### src/rtl/mem_access_stage.sv
// mem_access_stage
// ----------------
// MEM-stage data-memory access unit. It takes a load/store request from the
// EX/MEM register and turns it into one word-aligned, byte-enabled req/ack bus
// transaction. It holds the pipeline stalled until the bus acknowledges, then
// extracts and extends the load data for the MEM/WB register.
//
// Ports
//   CLK, RESET_N            clock, asynchronous active-low reset
//   I_MEM_READ/WRITE        load / store request (both high => store)
//   I_MEM_SIZE              00 byte, 01 half, 10/11 word
//   I_MEM_UNSIGNED          zero-extend (1) or sign-extend (0) loads
//   I_MEM_ADDR, I_MEM_WDATA byte address, right-justified store data
//   O_DM_*                  registered bus request: REQ, WE, ADDR, BE, WDATA
//   I_DM_RDATA, I_DM_ACK    bus read data and completion
//   O_MEM_ReadData          extracted load result (held between loads)
//   O_MEM_STALL             combinational pipeline freeze
//   O_MEM_ALIGN_ERR         pulse in the cycle a misaligned op is presented
//   O_MEM_BUS_ERR           pulse in the DONE cycle of a timed-out access
module mem_access_stage #(
  parameter int TIMEOUT_CYCLES = 255
) (
  input  logic        CLK,
  input  logic        RESET_N,
  input  logic        I_MEM_READ,
  input  logic        I_MEM_WRITE,
  input  logic [1:0]  I_MEM_SIZE,
  input  logic        I_MEM_UNSIGNED,
  input  logic [31:0] I_MEM_ADDR,
  input  logic [31:0] I_MEM_WDATA,
  output logic        O_DM_REQ,
  output logic        O_DM_WE,
  output logic [31:0] O_DM_ADDR,
  output logic [3:0]  O_DM_BE,
  output logic [31:0] O_DM_WDATA,
  input  logic [31:0] I_DM_RDATA,
  input  logic        I_DM_ACK,
  output logic [31:0] O_MEM_ReadData,
  output logic        O_MEM_STALL,
  output logic        O_MEM_ALIGN_ERR,
  output logic        O_MEM_BUS_ERR
);

  typedef enum logic [1:0] {IDLE, ACCESS, DONE} state_t;

  // Counter value of the last ACCESS cycle before the access is abandoned.
  localparam logic [7:0] TIMEOUT_LAST = 8'(TIMEOUT_CYCLES - 1);

  state_t      state_reg;
  logic [7:0]  cnt_reg;
  logic        req_reg;
  logic        we_reg;
  logic [31:0] addr_reg;
  logic [3:0]  be_reg;
  logic [31:0] wdata_reg;
  logic [31:0] rdata_reg;
  logic        bus_err_reg;
  // Access attributes kept for load extraction when ACK arrives.
  logic [1:0]  lane_reg;
  logic [1:0]  size_reg;
  logic        uns_reg;

  logic        op_valid;
  logic        misaligned;
  logic [3:0]  be_next;
  logic [31:0] wdata_next;
  logic [7:0]  rd_lane [4];
  logic [7:0]  ld_byte;
  logic [15:0] ld_half;
  logic [31:0] ld_data;

  assign op_valid = I_MEM_READ | I_MEM_WRITE;

  always_comb begin
    case (I_MEM_SIZE)
      2'b00:   misaligned = 1'b0;
      2'b01:   misaligned = I_MEM_ADDR[0];
      default: misaligned = (I_MEM_ADDR[1:0] != 2'b00);
    endcase
  end

  always_comb begin
    case (I_MEM_SIZE)
      2'b00: begin
        be_next    = 4'b0001 << I_MEM_ADDR[1:0];
        wdata_next = {4{I_MEM_WDATA[7:0]}};
      end
      2'b01: begin
        be_next    = I_MEM_ADDR[1] ? 4'b1100 : 4'b0011;
        wdata_next = {2{I_MEM_WDATA[15:0]}};
      end
      default: begin
        be_next    = 4'b1111;
        wdata_next = I_MEM_WDATA;
      end
    endcase
  end

  for (genvar gi = 0; gi < 4; gi++) begin : g_lane
    assign rd_lane[gi] = I_DM_RDATA[8*gi +: 8];
  end

  always_comb begin
    ld_byte = rd_lane[lane_reg];
    ld_half = lane_reg[1] ? I_DM_RDATA[31:16] : I_DM_RDATA[15:0];
    case (size_reg)
      2'b00:   ld_data = {{24{~uns_reg & ld_byte[7]}}, ld_byte};
      2'b01:   ld_data = {{16{~uns_reg & ld_half[15]}}, ld_half};
      default: ld_data = I_DM_RDATA;
    endcase
  end

  always_ff @(posedge CLK or negedge RESET_N) begin
    if (!RESET_N) begin
      state_reg   <= IDLE;
      cnt_reg     <= 8'd0;
      req_reg     <= 1'b0;
      we_reg      <= 1'b0;
      addr_reg    <= 32'd0;
      be_reg      <= 4'b0000;
      wdata_reg   <= 32'd0;
      rdata_reg   <= 32'd0;
      bus_err_reg <= 1'b0;
      lane_reg    <= 2'b00;
      size_reg    <= 2'b00;
      uns_reg     <= 1'b0;
    end else begin
      bus_err_reg <= 1'b0;
      case (state_reg)
        IDLE: begin
          if (op_valid && !misaligned) begin
            req_reg   <= 1'b1;
            we_reg    <= I_MEM_WRITE;
            addr_reg  <= {I_MEM_ADDR[31:2], 2'b00};
            be_reg    <= be_next;
            wdata_reg <= wdata_next;
            lane_reg  <= I_MEM_ADDR[1:0];
            size_reg  <= I_MEM_SIZE;
            uns_reg   <= I_MEM_UNSIGNED;
            cnt_reg   <= 8'd0;
            state_reg <= ACCESS;
          end
        end
        ACCESS: begin
          // ACK is checked first so it wins over a simultaneous timeout.
          if (I_DM_ACK) begin
            req_reg <= 1'b0;
            if (!we_reg) begin
              rdata_reg <= ld_data;
            end
            state_reg <= DONE;
          end else if (cnt_reg == TIMEOUT_LAST) begin
            req_reg <= 1'b0;
            if (!we_reg) begin
              rdata_reg <= 32'd0;
            end
            bus_err_reg <= 1'b1;
            state_reg   <= DONE;
          end else begin
            cnt_reg <= cnt_reg + 8'd1;
          end
        end
        DONE: begin
          state_reg <= IDLE;
        end
        default: begin
          state_reg <= IDLE;
        end
      endcase
    end
  end

  assign O_DM_REQ       = req_reg;
  assign O_DM_WE        = we_reg;
  assign O_DM_ADDR      = addr_reg;
  assign O_DM_BE        = be_reg;
  assign O_DM_WDATA     = wdata_reg;
  assign O_MEM_ReadData = rdata_reg;
  assign O_MEM_BUS_ERR  = bus_err_reg;

  // Combinational flags are forced low while reset is asserted so that every
  // output reads zero during reset regardless of the request inputs.
  assign O_MEM_STALL = RESET_N &&
                       (((state_reg == IDLE) && op_valid && !misaligned) ||
                        (state_reg == ACCESS));
  assign O_MEM_ALIGN_ERR = RESET_N && (state_reg == IDLE) && op_valid && misaligned;

endmodule

### config.mk
export PLATFORM = sky130hd
export DESIGN_NAME = mem_access_stage
export DESIGN_NICKNAME = d
export VERILOG_FILES = /design/src/rtl/mem_access_stage.sv
export SDC_FILE = /design/constraint.sdc
export NUM_CORES = 1
export LEC_CHECK = 0
export CAP_MARGIN = 20
export CORE_ASPECT_RATIO = 0.7
export CORE_MARGIN = 2
export CORE_UTILIZATION = 45
export DETAILED_ROUTE_END_ITERATION = 16
export GPL_TIMING_DRIVEN = 1
export PLACE_DENSITY = 0.92
export SYNTH_ARGS = -nofsm -noshare
export SYNTH_HDL_FRONTEND = slang
export SYNTH_SLANG_ARGS = --single-unit
### constraint.sdc
create_clock -name CLK -period 4.6 [get_ports CLK]
set_input_delay 0.46 -clock CLK [delete_from_list [all_inputs] [get_ports CLK]]
set_output_delay 0.46 -clock CLK [all_outputs]
set_load 0.005 [all_outputs]
==> results.yml <==
synthesis:
  seq_cells_post_synth: 116
  synthesis.instances: 509
  synth_cell_type_count: 55
  ys.flop_type: "dfrtp_1"
  netlist.area_leader.share_pct: 52.8
  synth.most_common_cell: "dfrtp_1"
  synth_enable_flop_cells: 0
  yosysTopAreaCell: "dfrtp_1"
  syn_avg_cell_area_um2: 10.8
  synth_async_sr_flop_share_pct: 100
  most_instantiated_cells_after_synthesis: "dfrtp_1, o21ai_0, nand2_1"
  syn_area_mm2: 0.00550
  netlist_top_cells_area: "dfrtp_1, mux2_2, o21ai_0"
  yosysWarnings: 0
  seq_area_frac_synth_pct: 52.8
grt:
  largest_net_degree_at_the_start_of_global_routing: 97
  grt_overflow_total: 0
  grt_pass1_wl_um: 25900
  grt_pass1_vias: 4884
  globalRouteTotalUtil_pct: 25.8
  antenna_found_initial: 0
sta:
  finalSetupViolCount: 0
  worst_slew_pin_slew_ps: 1000
  aggregate_negative_setup_slack_ps: 0
  setup_clock_skew_after_layout_ps: 10.2
  fin_crit_sh_pct: 60.5
  worst_hold_slack_ps: 87.4
  slew_headroom_pct: 33.2
  hold_violations: 0
  timing.final.crit_period_ps: 2780
  final-max-slew-violation-count: 0
  maxClockFrequency_mhz: 359
  rsz_0062_raised_after_global_routing: "false"
setup_path:
  end_kind: "primary output"
  cp.required_ps: 4140
  setup_crit_start: "I_MEM_SIZE[0]"
  critPathMaxFanout: 14
  worst-r2r-cell-count: 4
  worst-setup-path-type: "in2out"
  worstPathArrival_ps: 2320
  cp-start-kind: "input port"
  r2r-start: "lane_reg[1]$_DFFE_PN0P_"
clock_tree:
  post_cts_resized: 0
  clkTransAtPathRegs_ps: 50
  hold_buffers_post_cts: 0
  ctsRootBufferMaster: "clkbuf_16"
  clkSinkCount: 116
  tritoncts.num_buffers: 17
  setup_buffers_after_cts: 0
  insertion_delay_ps: 410
  cts.path.max_buffers: 2
  cts_tree: "built"
  htree_levels: 4
routing:
  total_wire_length_um: 16700
  detail_route.iter0.violations: 474
  dr_total_vias: 4847
  drc: 0
  drt_pass1_iterations: 5
  via_count_normalized_by_instance_count: 5.55
  drt.antenna.violating_nets: 0
  drt-wirelength-per-cell_um: 19.1
place:
  place_area_mm2: 0.00760
  detailedPlacementHpwl_um: 11900
  gpl.final_weighted_congestion: 0.907
  input_output_buffers: 206
die:
  die_width_um: 136
  height_of_the_die_um: 96.5
  core_footprint_mm2: 0.0118
  num_rows: 33
  full_die_area_mm2: 0.0131
  initial_core_util_pct: 46.5
  io_pins: 209
hold_path:
  holdCritPathClass: "in2async"
layout:
  area_growth_pct: 50.7
  multi_input_logic_area_mm2: 0.00240
  final_layout_size_suffix_gt1_share_pct: 13.7
  design_area_mm2: 0.00828
  antennaDiodeCount: 0
  fill_cells: 895
  sequential_cell_area_mm2: 0.00290
  finish.utilization_pct: 70.1
  post_layout_nets: 809
power:
  report.power.total_mw: 5.04
  pwr_density_cell_mw_per_mm2: 608
  leakage_nw: 3.49
  vdd.ir_drop.worst_v: 0.000381
run_status:
  run_status: "finished clean"
job:
  cap_viol_max_count: 0
==> metal layers <==
layer | part of all wire (%) | vias to the layer above | global-route usage, %
met4 | 2.4 | 0 | 9.55
met1 | 41 | 2326 | 33.7
met5 | 0 | - | 0
met2 | 47 | 263 | 40.5
li1 | - | 2220 | -
met3 | 10 | 38 | 8.29
==> cell usage in the layout, fill, tap and decap left out, types with 3 or more instances in the layout <==
cell type        synthesis  routed
nand3_1                 25      25
mux2_2                  46      46
nand2_1                 52      52
o21ai_0                 73      73
o2bb2ai_1                7       7
nand2b_1                 8       8
buf_4                    3       5
clkinvlp_4               0       3
clkdlybuf4s50_1          0     205
clkinv_4                 0       4
mux2i_1                 32      32
a21oi_1                 19      19
o2111ai_1                8       8
dfrtp_1                116     116
xor2_1                   6       6
bufinv_16                0       5
clkbuf_16                0      17
nor3_1                   4       4
o211ai_1                 4       4
or3_1                    8       8
nor2_1                  19      19
inv_1                    5       5
==> worst paths after layout <==
kind / to / slack [ps]
max: O_MEM_STALL / 1820
min: O_DM_ADDR[5]$_DFFE_PN0P_ / 90
max reg2reg: O_MEM_ReadData[18]$_DFFE_PN0P_ / 2260
min reg2reg: O_DM_WDATA[23]$_DFFE_PN0P_ / 480
max in group asynchronous: O_MEM_ReadData[3]$_DFFE_PN0P_ / 3210
min in group CLK: O_DM_WDATA[23]$_DFFE_PN0P_ / 480
==> critical path, cell delays in order <==
cell and delay, ps:
clkdlybuf4s50_1 400, buf_4 210, a21oi_1 360, o221ai_4 140
a21boi_0 200, clkdlybuf4s50_1 540
==> report_power, final <==
part           switching (mW)  internal [mW]
Clock                   0.497          0.982
Sequential              0.326           1.44
Combinational           0.686           1.10
==> layout make-up <==
cell class | instances | share of cell area, %
repair buffers | 211 | 25.4
flip-flops and latches | 116 | 35.1
multi-input cells | 352 | 28.9
inverters | 5 | 0.227
clock buffers | 18 | 5.30
well taps | 157 | 2.37
clock inverters | 14 | 2.72
==> stage by stage <==
stage                     worst slack, ps  std cells
after floorplan                      2590        510
after global placement               1790        840
after detailed placement             1680        840
after CTS                            1790        872
after global routing                 1650        873
final                                1820        873
==> kinds of logic (layout without fill, tap and decap cells) <==
| logic type | after synthesis | count (layout) | share of synthesized area [%] |
|---|---|---|---|
| compound gates | 123 | 123 | 13.3 |
| xor+xnor | 6 | 6 | 0.956 |
| other cells | 1 | 2 | 0.0682 |
| buf+inv | 42 | 248 | 3.85 |
| mux | 78 | 78 | 15.3 |
| flops | 116 | 116 | 52.8 |
| simple gates | 141 | 141 | 13.3 |
| fa+ha+maj | 2 | 2 | 0.455 |
Note: power is estimated with default switching activity, not from simulation.
